==> config.mk <==
export PLATFORM = sky130hd
export DESIGN_NAME = quad_decoder
export DESIGN_NICKNAME = d
export VERILOG_FILES = /design/src/rtl/quad_pkg.sv /design/src/rtl/sync_ff.sv /design/src/rtl/quad_decoder.sv
export SDC_FILE = /design/constraint.sdc
export NUM_CORES = 1
export LEC_CHECK = 0
export CAP_MARGIN = 10
export CORE_MARGIN = 2
export CORE_UTILIZATION = 45
export CTS_CLUSTER_SIZE = 8
export DETAILED_ROUTE_END_ITERATION = 7
export MAX_ROUTING_LAYER = met4
export PLACE_DENSITY = 0.74
export SYNTH_ARGS = -nofsm -noshare
export SYNTH_HDL_FRONTEND = slang
export SYNTH_SLANG_ARGS = --single-unit
==> constraint.sdc <==
create_clock -name clk -period 5.7 [get_ports clk]
set_input_delay 0.855 -clock clk [delete_from_list [all_inputs] [get_ports clk]]
set_output_delay 0.855 -clock clk [all_outputs]
set_load 0.005 [all_outputs]
==> src/rtl/quad_pkg.sv <==
// ============================================================================
// quad_pkg : shared types, Gray phase constants and step decode for quad_decoder
// Revision : 1.0
// ============================================================================
`default_nettype none

package quad_pkg;

   typedef enum logic {
      INIT  = 1'b0,
      TRACK = 1'b1
   } state_e;

   typedef enum logic [1:0] {
      MV_NONE    = 2'd0,
      MV_UP      = 2'd1,
      MV_DN      = 2'd2,
      MV_ILLEGAL = 2'd3
   } move_e;

   localparam logic [1:0] PH_00 = 2'b00;
   localparam logic [1:0] PH_01 = 2'b01;
   localparam logic [1:0] PH_11 = 2'b11;
   localparam logic [1:0] PH_10 = 2'b10;

   function automatic logic [1:0] next_up(input logic [1:0] ph);
      logic [1:0] nx;
      case (ph)
         PH_00:   nx = PH_01;
         PH_01:   nx = PH_11;
         PH_11:   nx = PH_10;
         default: nx = PH_00;
      endcase
      return nx;
   endfunction

   // A single-bit change that is not the forward neighbour must be the reverse one.
   function automatic move_e decode_move(input logic [1:0] prev, input logic [1:0] cur);
      move_e mv;
      if (prev == cur)
         mv = MV_NONE;
      else if ((prev ^ cur) == 2'b11)
         mv = MV_ILLEGAL;
      else if (next_up(prev) == cur)
         mv = MV_UP;
      else
         mv = MV_DN;
      return mv;
   endfunction

endpackage

`default_nettype wire

==> src/rtl/sync_ff.sv <==
// ============================================================================
// sync_ff : 1-bit multi-flop synchronizer with synchronous clear
// Revision : 1.0
// ============================================================================
`default_nettype none

module sync_ff #(
   parameter int STAGES = 2
) (
   input  logic clk,
   input  logic rst,
   input  logic d_i,
   output logic q_o,
   output logic q_next_o
);

   logic [STAGES-1:0] sync_q;

   always_ff @(posedge clk) begin
      if (rst)
         sync_q <= '0;
      else
         sync_q <= {sync_q[STAGES-2:0], d_i};
   end

   assign q_o      = sync_q[STAGES-1];
   // Value q_o will hold after the next edge; lets a consumer seed history without a stale sample.
   assign q_next_o = sync_q[STAGES-2];

endmodule

`default_nettype wire

==> src/rtl/quad_decoder.sv <==
// ============================================================================
// quad_decoder : quadrature position counter with preset, direction, step
//                pulse and sticky illegal-transition flag.
//                Optional index zeroing enabled by macro QUAD_INDEX_EN.
// Revision : 1.0
// ============================================================================
`default_nettype none

module quad_decoder
   import quad_pkg::*;
#(
   parameter int N           = 4,
   parameter int SYNC_STAGES = 2
) (
   input  logic         clk,
   input  logic         clear,
   input  logic         preset,
   input  logic [N-1:0] d_in,
   input  logic         a_in,
   input  logic         b_in,
`ifdef QUAD_INDEX_EN
   input  logic         index_in,
`endif
   output logic [N-1:0] d_out,
   output logic         dir,
   output logic         step,
   output logic         err
);

   localparam logic [1:0] INIT_LAST = 2'(SYNC_STAGES - 1);

   logic         a_s, b_s, a_n, b_n;
   logic [1:0]   ab_s, ab_n;
   move_e        mv;
   logic         idx_hit;

   state_e       state_q, state_d;
   logic [1:0]   init_cnt_q, init_cnt_d;
   logic [1:0]   prev_q, prev_d;
   logic [N-1:0] cnt_q, cnt_d;
   logic         dir_q, dir_d;
   logic         step_q, step_d;
   logic         err_q, err_d;

   sync_ff #(.STAGES(SYNC_STAGES)) u_sync_a (
      .clk      (clk),
      .rst      (clear),
      .d_i      (a_in),
      .q_o      (a_s),
      .q_next_o (a_n)
   );

   sync_ff #(.STAGES(SYNC_STAGES)) u_sync_b (
      .clk      (clk),
      .rst      (clear),
      .d_i      (b_in),
      .q_o      (b_s),
      .q_next_o (b_n)
   );

   assign ab_s = {a_s, b_s};
   assign ab_n = {a_n, b_n};
   assign mv   = decode_move(prev_q, ab_s);

`ifdef QUAD_INDEX_EN
   logic idx_s, idx_n, idx_prev_q;

   sync_ff #(.STAGES(SYNC_STAGES)) u_sync_idx (
      .clk      (clk),
      .rst      (clear),
      .d_i      (index_in),
      .q_o      (idx_s),
      .q_next_o (idx_n)
   );

   // Seeded at INIT exit so an index held high through clear is not seen as an edge.
   always_ff @(posedge clk) begin
      if (clear)
         idx_prev_q <= 1'b0;
      else if (state_q == INIT && init_cnt_q == INIT_LAST)
         idx_prev_q <= idx_n;
      else
         idx_prev_q <= idx_s;
   end

   assign idx_hit = (state_q == TRACK) && idx_s && !idx_prev_q && (ab_s == PH_11);
`else
   assign idx_hit = 1'b0;
`endif

   always_comb begin
      state_d    = state_q;
      init_cnt_d = init_cnt_q;
      prev_d     = prev_q;
      cnt_d      = cnt_q;
      dir_d      = dir_q;
      step_d     = 1'b0;
      err_d      = err_q;

      if (state_q == INIT) begin
         init_cnt_d = init_cnt_q + 2'd1;
         if (init_cnt_q == INIT_LAST) begin
            state_d    = TRACK;
            init_cnt_d = 2'd0;
            prev_d     = ab_n;
         end
      end else begin
         prev_d = ab_s;
         if (mv == MV_ILLEGAL)
            err_d = 1'b1;
      end

      if (preset) begin
         cnt_d = d_in;
      end else if (idx_hit) begin
         cnt_d = '0;
      end else if (state_q == TRACK) begin
         case (mv)
            MV_UP: begin
               cnt_d  = cnt_q + N'(1);
               dir_d  = 1'b1;
               step_d = 1'b1;
            end
            MV_DN: begin
               cnt_d  = cnt_q - N'(1);
               dir_d  = 1'b0;
               step_d = 1'b1;
            end
            default: ;
         endcase
      end
   end

   always_ff @(posedge clk) begin
      if (clear) begin
         state_q    <= INIT;
         init_cnt_q <= 2'd0;
         prev_q     <= PH_00;
         cnt_q      <= '0;
         dir_q      <= 1'b1;
         step_q     <= 1'b0;
         err_q      <= 1'b0;
      end else begin
         state_q    <= state_d;
         init_cnt_q <= init_cnt_d;
         prev_q     <= prev_d;
         cnt_q      <= cnt_d;
         dir_q      <= dir_d;
         step_q     <= step_d;
         err_q      <= err_d;
      end
   end

   assign d_out = cnt_q;
   assign dir   = dir_q;
   assign step  = step_q;
   assign err   = err_q;

endmodule

`default_nettype wire

==> results_dict.tcl, run 1 <==
set metrics [dict create \
    drt.antenna.violating_nets 0 \
    synthAdderAreaFrac_pct 8.74 \
    die_y_um 46.2 \
    drive_gt1_share_pct 6.86 \
    cts_root_buffer "clkbuf_4" \
    cts.reportedPaths.clkPinSlew_ns 0.09 \
    synth.area.mux_share_pct 7.80 \
    reg2reg_depth 9 \
    grt_pass1_vias 568 \
    fin_util_pct 58.5 \
    vias 601 \
    fin_skew_ns 0.00573 \
    cp.required_ns 5.85 \
    hold_path_class "flop to flop" \
    synthXorXnorAreaFrac_pct 6.55 \
    cp-end-kind "flop" \
    ir_drop_v 0.000203 \
    die_w_um 46.2 \
    die_area_mm2 0.00214 \
    start_util_pct 47.0 \
    r2r_start "prev_q[0]" \
    ctsHoldBuffers 0 \
    synth_top_area_cell "dfxtp_1" \
    drcViolationCount 0 \
    cts.sinks 16 \
    startpoint_type "flop" \
    synth_cell_types 28 \
    dp_hpwl_um 1010 \
    core_region_area_mm2 0.00171 \
    wl_um 1400 \
    htreeDepth 1 \
    setup_viol 0 \
    area_growth_pct 24.5 \
    finalHoldViolCount 0 \
    worstPathArrival_ns 2.39 \
    grt_overflow 0 \
    maxSlewViolCount 0 \
    portBuffers 15 \
    grt_max_degree 18 \
    synth_simple_gate_area_share_pct 15.3 \
    clock_path_buffers 2 \
    drt_iter0_markers 11 \
    status "complete, no violations" \
    async_flop_share_pct 0 \
    netlist_area_um2 802 \
    yosysWarnings 0 \
    yosysMostFrequentCell "dfxtp_1" \
    rsz0062_at_grt "no" \
    pre_cts_ws_ns 3.49 \
    power_density_mw_per_mm2 253 \
    io_pins 16 \
    min_to "err" \
    final.period_utilization_pct 39.3 \
    hold_depth 2 \
    grt_usage_pct 17.1 \
    num_rows 15 \
    antenna_found_initial 0 \
    timing.fmax_mhz 447 \
    grt_pass1_wl_um 2440 \
    mappedNetlistNets 101 \
    cp_max_fo 8 \
    post_cts_buffers 0 \
    syn_area_per_cell_um2 9.22 \
    cts_tree "done" \
    hp-start "err" \
    postSynthCellCount 87 \
    setup_ws_ns 3.46 \
    finalPower_mw 0.253 \
    slew_headroom_pct 57.0 \
    ys_ff_latch 16 \
    synth_edf_count 0 \
    fin_crit_ns 2.24 \
    r2r-end "d_out[2]" \
    via_per_inst 4.73 \
    synth_compound_area_share_pct 15.8 \
    tns_ns 0 \
    postCtsResizedCells 0 \
    yosysSeqAreaShare_pct 39.9 \
    synth_top_family_by_area "compound AO/OA/AOI/OAI gates" \
    fillCellCount 161 \
    synth.top_cell.area_share_pct 39.9 \
    wl_per_cell_um 11.0 \
    ys.flop_type "dfxtp_1" \
    synth_common_cells "dfxtp_1 (16), nor2_1 (10), inv_1 (7), nor2b_1 (7)" \
    leakage_nw 0.411 \
    regToRegSetupSlack_ns 3.46 \
    worst_pin_slew_ns 0.643 \
    crit_type "flop to flop" \
    clock_latency_ns 0.29 \
    diodes 0 \
    cts_buffers 3 \
    gp_congestion 0.773 \
    dr.pass1.iters 4 \
    synth.area.top_cells "dfxtp_1 (40%), ha_1 (6.2%), nor2b_1 (5.5%), mux2i_1 (5.0%), nor2_1 (4.7%)" \
    drv_cap 0 \
    fin_nets 117 \
]
[flip-flops by register name (all words and copies together), names as in the netlist]
register / cells
state_q: 1
step: 1
prev_q: 2
u_sync_b.sync_q: 2
dir: 1
d_out: 4
err: 1
u_sync_a.sync_q: 2
init_cnt_q: 2
[layer usage]
metal / part of all wire, % / global-route usage [%] / wire length, µm / vias up
met3: 3.3 / 3.53 / 46 / 4
met5: 0 / - / 0 / -
li1: - / - / - / 319
met4: 3.0 / 12.0 / 42 / 0
met1: 52 / 22.4 / 732 / 266
met2: 41 / 23.1 / 574 / 12
[kinds of logic (layout without fill, tap and decap cells)]
group	count (synthesis)	after routing
flops	16	16
fa+ha+maj	5	5
compound gates	17	17
buf+inv	11	26
simple gates	26	26
xor+xnor	6	6
mux	6	6
[worst max-delay path by stage]
stage | startpoint | to
after floorplan | prev_q[0] | d_out[2]
after detailed placement | prev_q[0] | d_out[2]
after global routing | prev_q[0] | d_out[2]
after global placement | preset | dir
final | prev_q[0] | d_out[2]
after CTS | prev_q[0] | d_out[2]
[worst max-delay path: stages, from the launching register on]
cell,delay (ns)
dfxtp_1,0.48
mux2i_1,0.22
o21a_1,0.14
ha_1,0.31
inv_1,0.09
fa_1,0.38
xor2_1,0.14
nor2_1,0.05
a211oi_1,0.22
nor3_1,0.07
[report_power, final]
| group | internal, mW | leakage, nW | total [mW] | switching [mW] |
|---|---|---|---|---|
| logic | 0.0285 | 0.259 | 0.0515 | 0.0231 |
| clock network | 0.0389 | 0.0210 | 0.0743 | 0.0355 |
| registers | 0.119 | 0.132 | 0.127 | 0.00821 |
| total | 0.186 | 0.411 | 0.253 | 0.0667 |
[layout make-up]
cell class,instances,area (µm²),share of cell area (%)
Clock buffer,4,36.3,3.63
Inverter,7,26.3,2.63
Multi-Input combinational cell,60,434,43.5
Sequential cell,16,320,32.1
Tap cell,25,31.3,3.13
Timing Repair Buffer,15,150,15.0
[through the flow]
stage               hold slack (ns)  std cells  cell area, µm²
floorplan                     0.430         87             802
global placement              0.443        123             962
detailed placement            0.453        123             962
CTS                           0.470        127             998
global route                  0.490        127             998
finish                        0.467        127             998
[placed cells by master, fill, tap and decap left out]
cell             instances
dfxtp_1                 16
clkdlybuf4s50_1         15
nor2_1                  10
inv_1                    7
nor2b_1                  7
mux2i_1                  4
nand2_1                  4
ha_1                     4
o21ai_1                  3
nor3_1                   3
xor2_1                   3
a211o_1                  3
a21oi_1                  3
xnor2_1                  3
clkbuf_4                 3
mux2_1                   2
nand2b_1                 1
nand3_1                  1
o21a_1                   1
o211ai_1                 1
a21oi_2                  1
a211oi_1                 1
o21a_2                   1
a21o_1                   1
o41ai_2                  1
a31oi_1                  1
fa_1                     1
clkbuf_8                 1
Note: power is estimated with default switching activity, not from simulation.
==> run 2: changes to the inputs <==
- clock period: 5.7 -> 2.22 ns (I/O delays scaled with it)
==> results_dict.tcl, run 2 (synthesis results as in run 1) <==
set metrics [dict create \
    drv_cap 0 \
    cts_root_buffer "clkbuf_4" \
    maxSlewViolCount 0 \
    dr.pass1.iters 1 \
    leakage_nw 0.417 \
    area_growth_pct 25.6 \
    wl_um 1380 \
    start_util_pct 47.0 \
    gp_congestion 0.768 \
    worstPathCellList "mux2i_1 > o21a_1 > ha_1 > inv_1 > fa_1 > xor2_1 > nor2_1 > a211oi_1 > nor3_1" \
    fin_skew_ns 0.00352 \
    drive_gt1_share_pct 8.74 \
    grt_overflow 0 \
    timing.fmax_mhz 490 \
    post_cts_buffers 0 \
    drt.antenna.violating_nets 0 \
    clock_path_buffers 2 \
    grt_usage_pct 16.7 \
    pre_cts_ws_ns 0.128 \
    worst_pin_slew_ns 0.614 \
    fin_crit_ns 2.04 \
    grt_pass1_vias 562 \
    core_region_area_mm2 0.00171 \
    cts.sinks 16 \
    crit_type "flop to flop" \
    cp-end-kind "flop" \
    swShare_pct 26.7 \
    drcViolationCount 0 \
    r2r-end "d_out[2]" \
    fin_nets 118 \
    dp_hpwl_um 1000 \
    critPathBufInv 1 \
    hold_path_class "flop to flop" \
    wl_per_cell_um 10.8 \
    vias 604 \
    worstPathArrival_ns 2.21 \
    finalHoldViolCount 0 \
    fillCellCount 156 \
    pwr-share-comb_pct 20.2 \
    seq_power_share_pct 49.7 \
    postCtsResizedCells 0 \
    via_per_inst 4.72 \
    tns_ns 0 \
    rsz0062_at_grt "no" \
    reg2reg_depth 9 \
    ir_drop_v 0.000423 \
    cp_max_fo 8 \
    final.period_utilization_pct 92.0 \
    setup_viol 0 \
    die_area_mm2 0.00214 \
    regToRegSetupSlack_ns 0.18 \
    io_pins 16 \
    power_density_mw_per_mm2 651 \
    die_y_um 46.2 \
    clock_latency_ns 0.29 \
    power.switching_mw 0.175 \
    status "complete, no violations" \
    critPathSlowestCell "dfxtp_2" \
    diodes 0 \
    cts_tree "done" \
    ctsHoldBuffers 0 \
    layout_common_cells "dfxtp_1 (15), clkdlybuf4s50_1 (15), nor2_1 (10), inv_1 (7), nor2b_1 (7)" \
    clkPwrFrac_pct 30.1 \
    antenna_found_initial 0 \
    critPathLaunch "prev_q[0]" \
    startpoint_type "flop" \
    cp_top_family "adder cells" \
    cp.required_ns 2.39 \
    drt_iter0_markers 0 \
    r2r_start "prev_q[0]" \
    setup_ws_ns 0.177 \
    num_rows 15 \
    hold_depth 1 \
    htreeDepth 1 \
    die_w_um 46.2 \
    slew_headroom_pct 58.9 \
    hp-start "u_sync_b.sync_q[0]" \
    min_to "u_sync_b.sync_q[1]" \
    grt_pass1_wl_um 2390 \
    cts_buffers 3 \
    portBuffers 15 \
    cts.reportedPaths.clkPinSlew_ns 0.10 \
    grt_max_degree 18 \
    p_int_mw 0.480 \
    critPathMaxStageDelay_ns 0.42 \
    largest_reg_flops 4 \
]
-- run 2: cell type report --
class | count | area [µm²] | share of cell area (%)
clock buffer | 4 | 36.3 | 3.60
sequential | 16 | 322 | 31.9
tap | 25 | 31.3 | 3.11
multi-input combinational | 60 | 434 | 43.1
inverter | 7 | 26.3 | 2.61
timing repair buffer | 16 | 158 | 15.7
-- run 2: worst max path at each step --
stage / slack (ns) / end / cells after the start
after global placement: 0.15 / d_out[2] / 9
after floorplan: 0.19 / d_out[2] / 11
after global routing: 0.02 / d_out[2] / 9
after CTS: 0.09 / d_out[2] / 9
after detailed placement: 0.13 / d_out[2] / 9
final: 0.18 / d_out[2] / 9
-- run 2: worst reg2reg max path, delay by kind of cell (launching register included) --
kind	cells	cell delay (ns)
DFF	1	0.42
AOI/OAI and AO/OA	2	0.38
xor gates and xnor gates	1	0.14
muxes	1	0.21
and+or+nand+nor	2	0.12
adders and majority gates	2	0.58
buffers and inverters	1	0.07
-- run 2: layer usage --
layer,track usage (%),share of wire [%],vias to the layer above
met4,8.57,2.0,0
met2,25.8,44,12
met3,4.71,3.3,3
met1,19.7,51,266
met5,-,0,-
li1,-,-,323
-- run 2: per-stage QoR --
stage               cell area [µm²]  power [mW]  cells  hold slack [ns]  utilization [%]
finish                         1010       0.656    128            0.469             59.0
detailed placement              970       0.465    124            0.449             56.8
CTS                            1010       0.668    128            0.472             58.9
global placement                970       0.462    124            0.441             56.8
global route                   1010       0.699    128            0.488             59.0
floorplan                       802       0.420     87            0.405                -
-- run 2: power groups by stage --
stage          registers, mW  logic (mW)  clock network, mW
2_1_floorplan          0.323      0.0974                  0
3_3_place_gp           0.332       0.130                  0
3_5_place_dp           0.333       0.132                  0
4_1_cts                0.326       0.134              0.208
5_1_grt                0.330       0.150              0.219
6_report               0.326       0.132              0.197
==> run 3: changes to the inputs <==
- ABC_AREA: not set -> 1
- CAP_MARGIN: 10 -> not set
- SLEW_MARGIN: not set -> 5
==> results_dict.tcl, run 3 <==
set metrics [dict create \
    status "complete, no violations" \
    maxSlewViolCount 0 \
    synth.top_cell.area_share_pct 39.8 \
    synth_top_area_cell "dfxtp_1" \
    wl_um 1710 \
    setup_viol 0 \
    diodes 0 \
    grt_usage_pct 17.6 \
    clock_path_buffers 2 \
    yosysWarnings 0 \
    drv_cap 0 \
    cp-end-kind "flop" \
    dp_hpwl_um 1210 \
    critPathMaxStageDelay_ns 0.38 \
    fin_crit_ns 2.06 \
    die_area_mm2 0.00214 \
    dp_cells 144 \
    largest_reg_flops 4 \
    num_rows 15 \
    fillCellCount 153 \
    crit_type "flop to flop" \
    leakage_nw 0.461 \
    io_pins 16 \
    cp_top_family "simple AND/OR/NAND/NOR gates" \
    finalPower_mw 0.800 \
    via_per_inst 4.66 \
    instances_no_fill 148 \
    startpoint_type "flop" \
    hold_path_class "flop to flop" \
    gp_congestion 0.804 \
    timing.fmax_mhz 485 \
    synth_edf_count 0 \
    grt_pass1_wl_um 2510 \
    critPathBufInv 1 \
    die_y_um 46.3 \
    slew_headroom_pct 80.6 \
    dr.pass1.iters 4 \
    cp_max_fo 7 \
    grt_pass1_vias 618 \
    netlist_area_um2 805 \
    ir_drop_v 0.000469 \
    syn_area_per_cell_um2 7.66 \
    mappedNetlistNets 119 \
    cpMostUsedCell "nand2_1" \
    htreeDepth 1 \
    cts_buffers 3 \
    wl_per_cell_um 11.6 \
    die_w_um 46.3 \
    async_flop_share_pct 0 \
    synth_cell_types 23 \
    cp.required_ns 2.42 \
    start_util_pct 47.1 \
    finalHoldViolCount 0 \
    grt_overflow 0 \
    yosysSeqAreaShare_pct 39.8 \
    cts_tree "done" \
    postSynthCellCount 105 \
    grt_max_degree 10 \
    cts.reportedPaths.clkPinSlew_ns 0.10 \
    fin_nets 138 \
    ctsHoldBuffers 0 \
    ys.flop_type "dfxtp_1" \
    fin_skew_ns 0.00974 \
    drt_iter0_markers 9 \
    clock_latency_ns 0.30 \
    synth.area.top_cells "dfxtp_1 (40%), nand2_1 (9.3%), inv_1 (7.5%), ha_1 (6.2%), nor2_1 (4.7%)" \
    drive_gt1_share_pct 14.6 \
    vias 689 \
    yosysMostFrequentCell "nand2_1" \
    critPathSlowestCell "dfxtp_2" \
    synth_common_cells "nand2_1 (20), dfxtp_1 (16), inv_1 (16), nor2_1 (10), o21ai_0 (7)" \
    fin_util_pct 60.7 \
    area_growth_pct 28.9 \
    final.period_utilization_pct 92.9 \
    worstPathArrival_ns 2.26 \
    final_common_cell "nand2_1" \
    core_region_area_mm2 0.00171 \
    whs_ns 0.419 \
    power_density_mw_per_mm2 771 \
    cts.sinks 16 \
    ys_ff_latch 16 \
    cts_root_buffer "clkbuf_4" \
    antenna_found_initial 0 \
    drt.antenna.violating_nets 0 \
    worst_pin_slew_ns 0.289 \
    worstPathCellList "xor2_2 > nand2_1 > nand2_1 > inv_1 > ha_2 > ha_1 > or2_2 > nand2_1 > nand2_1 > nand3_1 > a21oi_1" \
    layout_common_cells "nand2_1 (20), inv_1 (16), clkdlybuf4s50_1 (15), dfxtp_1 (12), nor2_1 (10)" \
    portBuffers 15 \
    drcViolationCount 0 \
]
run 3: layout make-up:
cell class	count	area (µm²)	area share [%]
clock buffer	4	36.3	3.50
timing repair buffer	15	150	14.5
inverter	18	67.6	6.51
multi-input combinational	70	427	41.1
tap	25	31.3	3.02
sequential	16	325	31.4
run 3: logic make-up (layout without fill, tap and decap cells):
group,after synthesis,count (layout),synth area share [%]
flip-flops,16,16,39.8
AO/OA/AOI/OAI,21,21,14.8
AND/OR/NAND/NOR,37,37,19.3
XOR/XNOR,7,7,7.62
buffers and inverters,19,37,9.80
adder cells (fa/ha/maj),5,5,8.71
run 3: metal layers:
layer	track usage, %	wire (µm)	up-vias
li1	-	-	365
met1	20.5	766	306
met2	26.9	853	13
met3	3.53	53	5
met4	12.0	41	0
met5	-	0	-
run 3: path summary, 6_finish.rpt:
check        cells past startpoint                  to          startpoint  slack [ns]
max                             11            d_out[3]           prev_q[1]        0.16
min                              2  u_sync_b.sync_q[1]  u_sync_b.sync_q[0]        0.42
max reg2reg                     11            d_out[3]           prev_q[1]        0.16
min reg2reg                      2  u_sync_b.sync_q[1]  u_sync_b.sync_q[0]        0.42
run 3: worst min-delay path, delay by kind of cell, from the launching register on:
family,cells,cell delay (ns)
buffers and inverters,1,0.05
DFF,1,0.32
and+or+nand+nor,1,0.03
run 3: per-stage QoR:
step | TNS [ns] | area [µm²] | setup slack (ns)
after floorplan | 0 | 805 | 0.261
after global placement | 0 | 975 | 0.171
after detailed placement | 0 | 975 | 0.0343
after CTS | 0 | 1010 | 0.00466
after global routing | -0.0833 | 1040 | -0.0476
final | 0 | 1040 | 0.157
run 3: power by group:
part	internal, mW	total (mW)	leakage [nW]	switching [mW]
Sequential	0.314	0.339	0.133	0.0255
Clock	0.100	0.202	0.0210	0.102
Combinational	0.122	0.258	0.307	0.136
Total	0.535	0.800	0.461	0.264
run 3: what timing repair did:
item | CTS | global route
gates resized for setup | 0 | 10
buffers inserted | 0 | 0
endpoints found under the setup margin | 0 | 3
